### config.mk
export PLATFORM = sky130hd
export DESIGN_NAME = sb_tx_serializer_pkt
export DESIGN_NICKNAME = d
export VERILOG_FILES = /design/src/rtl/sb_tx_serializer_pkt.sv
export SDC_FILE = /design/constraint.sdc
export NUM_CORES = 1
export LEC_CHECK = 0
export ABC_AREA = 1
export BUFFER_PORTS_ARGS = -buffer_cell sky130_fd_sc_hd__buf_2
export CAP_MARGIN = 40
export CORE_MARGIN = 2
export CORE_UTILIZATION = 45
export CTS_BUF_LIST = sky130_fd_sc_hd__clkbuf_4 sky130_fd_sc_hd__clkbuf_8 sky130_fd_sc_hd__clkbuf_16
export DETAILED_ROUTE_END_ITERATION = 6
export GPL_TIMING_DRIVEN = 0
export SETUP_SLACK_MARGIN = 0.02
export SLEW_MARGIN = 15
export SYNTH_ARGS = -nofsm -noshare
export SYNTH_HDL_FRONTEND = slang
export SYNTH_SLANG_ARGS = --single-unit
### constraint.sdc
create_clock -name pll_clk -period 5.5 [get_ports pll_clk]
set_input_delay 0.275 -clock pll_clk [delete_from_list [all_inputs] [get_ports pll_clk]]
set_output_delay 0.275 -clock pll_clk [all_outputs]
set_load 0.05 [all_outputs]
### src/rtl/sb_tx_serializer_pkt.sv
// sb_tx_serializer_pkt: FIFO-buffered sideband serializer with post-packet dead time and clock-gate enable
// Ports: pll_clk/rst = bit clock and synchronous active-high reset;
//        data_in/data_valid/data_ready = packet push handshake (ready = FIFO not full);
//        enable = permits starting a new packet; TXDATASB/TXCKSB_en = serial bit and clock-gate enable;
//        busy = transmitting or in dead time; fifo_level = packets currently queued.
module sb_tx_serializer_pkt #(
    parameter int DATA_W     = 64,
    parameter int FIFO_DEPTH = 4,
    parameter int GAP_CYCLES = 32,
    parameter bit MSB_FIRST  = 1'b0
) (
    input  logic                            pll_clk,
    input  logic                            rst,
    input  logic [DATA_W-1:0]               data_in,
    input  logic                            data_valid,
    output logic                            data_ready,
    input  logic                            enable,
    output logic                            TXDATASB,
    output logic                            TXCKSB_en,
    output logic                            busy,
    output logic [$clog2(FIFO_DEPTH+1)-1:0] fifo_level
);
    localparam int AW = $clog2(FIFO_DEPTH);
    localparam int LW = $clog2(FIFO_DEPTH + 1);
    localparam int BW = $clog2(DATA_W + 1);
    localparam int GW = GAP_CYCLES > 0 ? $clog2(GAP_CYCLES + 1) : 1;
    typedef enum logic [1:0] {IDLE, SHIFT, GAP} state_t;
    state_t            r_state, w_state_n;
    logic [DATA_W-1:0] r_mem [FIFO_DEPTH];
    logic [AW-1:0]     r_wptr, r_rptr;
    logic [LW-1:0]     r_count;
    logic [DATA_W-1:0] r_sr;
    logic [DATA_W-1:0] w_head;
    logic [BW-1:0]     r_bit_cnt;
    logic [GW-1:0]     r_gap_cnt;
    logic              r_txd, r_txen;
    logic              w_push, w_load, w_shift, w_gap_start;
    logic              w_can_load, w_last_bit, w_gap_done, w_first, w_next_bit;
    assign w_head     = r_mem[r_rptr];
    assign data_ready = r_count != LW'(FIFO_DEPTH);
    assign w_push     = data_valid && data_ready;
    assign w_can_load = enable && r_count != '0;
    assign w_last_bit = r_bit_cnt == BW'(DATA_W);
    assign w_gap_done = r_gap_cnt == GW'(GAP_CYCLES);
    assign w_first    = MSB_FIRST ? w_head[DATA_W-1] : w_head[0];
    assign w_next_bit = MSB_FIRST ? r_sr[DATA_W-1] : r_sr[0];
    assign TXDATASB   = r_txd;
    assign TXCKSB_en  = r_txen;
    assign busy       = r_state != IDLE;
    assign fifo_level = r_count;
    always_ff @(posedge pll_clk) begin
        if (rst) begin
            r_state   <= IDLE;
            r_wptr    <= '0;
            r_rptr    <= '0;
            r_count   <= '0;
            r_sr      <= '0;
            r_bit_cnt <= '0;
            r_gap_cnt <= '0;
            r_txd     <= 1'b0;
            r_txen    <= 1'b0;
        end else begin
            r_state <= w_state_n;
            if (w_push) begin
                r_mem[r_wptr] <= data_in;
                r_wptr        <= r_wptr + 1'b1;
            end
            if (w_load) r_rptr <= r_rptr + 1'b1;
            r_count   <= r_count + LW'(w_push) - LW'(w_load);
            // the first bit goes straight to the pad, so the shift register holds only the remainder
            r_sr      <= w_load ? (MSB_FIRST ? w_head << 1 : w_head >> 1) : (MSB_FIRST ? r_sr << 1 : r_sr >> 1);
            r_bit_cnt <= w_load ? BW'(1) : r_bit_cnt + BW'(w_shift);
            r_gap_cnt <= w_gap_start ? GW'(1) : r_gap_cnt + GW'(r_state == GAP);
            r_txd     <= w_load ? w_first : (w_shift & w_next_bit);
            r_txen    <= w_load | w_shift;
        end
    end
    always_comb begin
        w_state_n   = r_state;
        w_load      = 1'b0;
        w_shift     = 1'b0;
        w_gap_start = 1'b0;
        case (r_state)
            IDLE: begin
                w_load    = w_can_load;
                w_state_n = w_can_load ? SHIFT : IDLE;
            end
            SHIFT: begin
                if (!w_last_bit) begin
                    w_shift = 1'b1;
                end else if (GAP_CYCLES > 0) begin
                    w_gap_start = 1'b1;
                    w_state_n   = GAP;
                end else begin
                    // zero dead time: chain straight into the next packet
                    w_load    = w_can_load;
                    w_state_n = w_can_load ? SHIFT : IDLE;
                end
            end
            GAP: begin
                if (w_gap_done) begin
                    w_load    = w_can_load;
                    w_state_n = w_can_load ? SHIFT : IDLE;
                end
            end
            default: w_state_n = IDLE;
        endcase
    end
endmodule

==> results.toml <==
[run_status]
status = "complete, no violations"

[clocking]
cts.sinks = 345
ctsHtreeMaxLevel = 2
cts_tree = "yes"
ctsResizeCount = 0
postCtsHoldBufs = 64
cts_buffer_depth = 3
cts-root-buf = "clkbuf_16"
clk_pin_slew_ns = 0.05
post_cts_buffers = 0
clk_latency_ns = 0.52
cts_made_buffers = 37

[global_route]
track_usage_pct = 19.2
overflow = 0
grt_pass1_vias = 8569
antenna_found_initial = 2
grt_pass1_wl_mm = 45.5
grt_max_degree = 21

[timing]
relSlewSlack_pct = 58.4
timing.final.crit_share_pct = 43.3
fmax_ghz = 0.419
worst_pin_slew_ns = 0.624
skew_ns = 0.0263
slew_viol_final = 0
rsz0062_at_grt = "false"
fin_crit_ns = 2.38
finalSetupViolations = 0
setup-tns-final_ns = 0
hold_viol_final = 0

[detailed_routing]
drt-vias-per-instance = 5.10
drt_first_pass_iters = 7
ant_nets = 0
drc = 0
wl_per_cell_um = 17.2
finalWirelength_mm = 28.2
drtIter0Drc = 692
vias = 8372

[synthesis]
syn_nets = 1126
ys_seq_area_share_pct = 74.0
netlist_instances = 1047
netlist_area_mm2 = 0.0128
synth-seq-cells = 345
synth_cell_types = 27
avgSynthCellArea_um2 = 12.2
yosysWarnings = 0

[power]
totalPowerFinal_mw = 6.87
leakagePower_nw = 5.91
ir_drop_v = 0.000239
power.density_mw_per_mm2 = 435

[floorplanning]
ios = 75
start_util_pct = 45.9
die_x_um = 173
chipHeight_um = 173
core_mm2 = 0.0279
std_cell_rows = 61
die-area_mm2 = 0.0298

[setup_path]
critPathMostFrequentCell = "buf_16"
crit_path_top_delay_cell = "nor2_4"
crit_arrival_ns = 2.60
max_stage_delay_ns = 0.52
path_cells = "nor2_1, nand2_1, nand3_1, nor2_4, buf_16, buf_12, buf_16"
path_class = "register to register"
crit_path_end_kind = "register"
cp-start-kind = "register"
path_max_fanout = 18
cp.required_ns = 5.72

[placement]
dpl_cell_area_mm2 = 0.0140
gp_congestion = 0.736
place_hpwl_mm = 17.3
port_buffers = 73

[cells_and_area]
drive_gt1_share_pct = 15.4
area_delta_synth_final_pct = 23.4
final_nets = 1314
fin_area_mm2 = 0.0158

[min_path]
hold_class = "primary input to register"

[job]
drv_cap = 0
where the power goes:
group / switching [mW] / internal (mW)
clock: 0.959 / 1.41
sequential: 0.0782 / 3.08
combinational: 0.916 / 0.430
total: 1.95 / 4.92
sequential cells by signal, summed over array words and instances, names as in the netlist, named ones only:
name,count
r_gap_cnt,6
r_rptr,2
fifo_level,3
r_state,2
r_bit_cnt,7
TXDATASB,1
r_sr,63
TXCKSB_en,1
r_mem,256
r_wptr,2
kinds of logic (layout without fill, tap and decap cells):
kind of cell    Yosys count  after routing  share of synthesized area (%)
compound gates          204            204                           8.68
xor+xnor                  9              9                          0.616
fa+ha+maj                11             11                           1.13
buf+inv                  96            311                           3.35
flops                   345            345                           74.0
other cells               0              1                              0
simple gates            382            382                           12.2
cell usage in the layout, fill, tap and decap left out, types with 2 or more instances in the layout:
master,synthesis,layout
edfxtp_1,256,256
nand2_1,147,147
nor2_1,151,147
o21ai_0,129,129
buf_2,28,101
dfxtp_1,89,89
nand3_1,76,76
dlygate4sd3_1,0,64
o22ai_1,63,63
clkbuf_16,0,39
inv_1,31,31
clkbuf_1,27,27
a21oi_1,11,11
clkbuf_4,0,11
ha_1,10,10
clkinv_2,0,8
buf_16,0,8
xor2_1,5,5
nor2_4,0,4
xnor2_1,4,4
clkbuf_8,0,4
buf_12,0,4
buf_6,3,3
nor3_1,3,3
buf_4,3,3
clkinv_1,1,3
inv_2,2,2
per-layer routing:
layer	routed length, um	vias to the layer above	global-route usage, %	part of all wire [%]
li1	-	4090	-	-
met1	12600	4015	26.4	45
met2	13600	228	31.9	48
met3	1560	37	3.01	5.5
met4	451	2	5.41	1.6
met5	13	-	0	0.046
worst max-delay path, delay by kind of cell, from the launching register on:
| kind | cells | cell delay [ns] |
|---|---|---|
| buffers and inverters | 3 | 0.63 |
| and+or+nand+nor | 4 | 1.04 |
| DFF | 1 | 0.40 |
layout make-up:
type / count / area, um2
antenna: 1 / 2.50
clock buffer: 54 / 1110
fill: 2335 / 12100
tap: 378 / 473
multi-input combinational: 606 / 2930
sequential: 345 / 9470
timing repair buffer: 149 / 1310
clock inverter: 12 / 63.8
inverter: 34 / 128
buffer: 62 / 302
metrics by stage:
step | cells | hold slack (ns) | worst slack (ns) | utilization [%]
after global placement | 1498 | 0.433 | -1.25 | 48.9
final | 1641 | 0.107 | 3.12 | 56.7
after global routing | 1641 | 0.110 | 2.96 | 56.7
after floorplan | 1047 | 0.374 | 0.777 | -
after CTS | 1640 | 0.0884 | 3.07 | 56.7
after detailed placement | 1510 | 0.441 | 2.73 | 50.1
worst paths after layout:
check	from	to	slack, ns	cells after the start
worst max register to register	fifo_level[1]$_SDFF_PP0_	r_mem[1][49]$_DFFE_PP_	3.12	7
worst min register to register	r_sr[1]$_SDFF_PP0_	r_sr[0]$_SDFF_PP0_	0.45	2
worst min-delay path	rst	fifo_level[1]$_SDFF_PP0_	0.11	2
worst max-delay path	fifo_level[1]$_SDFF_PP0_	r_mem[1][49]$_DFFE_PP_	3.12	7
Yosys cell counts:
cell type	n	area share [%]
a21oi_4	1	0.13
o21ai_0	129	5.0
inv_1	31	0.91
a21oi_1	11	0.43
dfxtp_1	89	14
ha_1	10	0.98
nand2_1	147	4.3
nand3_1	76	3.0
edfxtp_1	256	60
xnor2_1	4	0.27
buf_1	1	0.029
buf_2	28	1.1
buf_6	3	0.26
o22ai_1	63	3.1
inv_2	2	0.059
nand2_2	1	0.049
fa_1	1	0.16
nand4_1	1	0.049
nor2_8	1	0.16
clkbuf_1	27	0.79
nor2_1	151	4.4
xor2_1	5	0.34
buf_4	3	0.18
nand2_4	1	0.088
nor3_1	3	0.12
or2_2	1	0.049
clkinv_1	1	0.029
No activity file was read; power rests on OpenSTA's default activity.
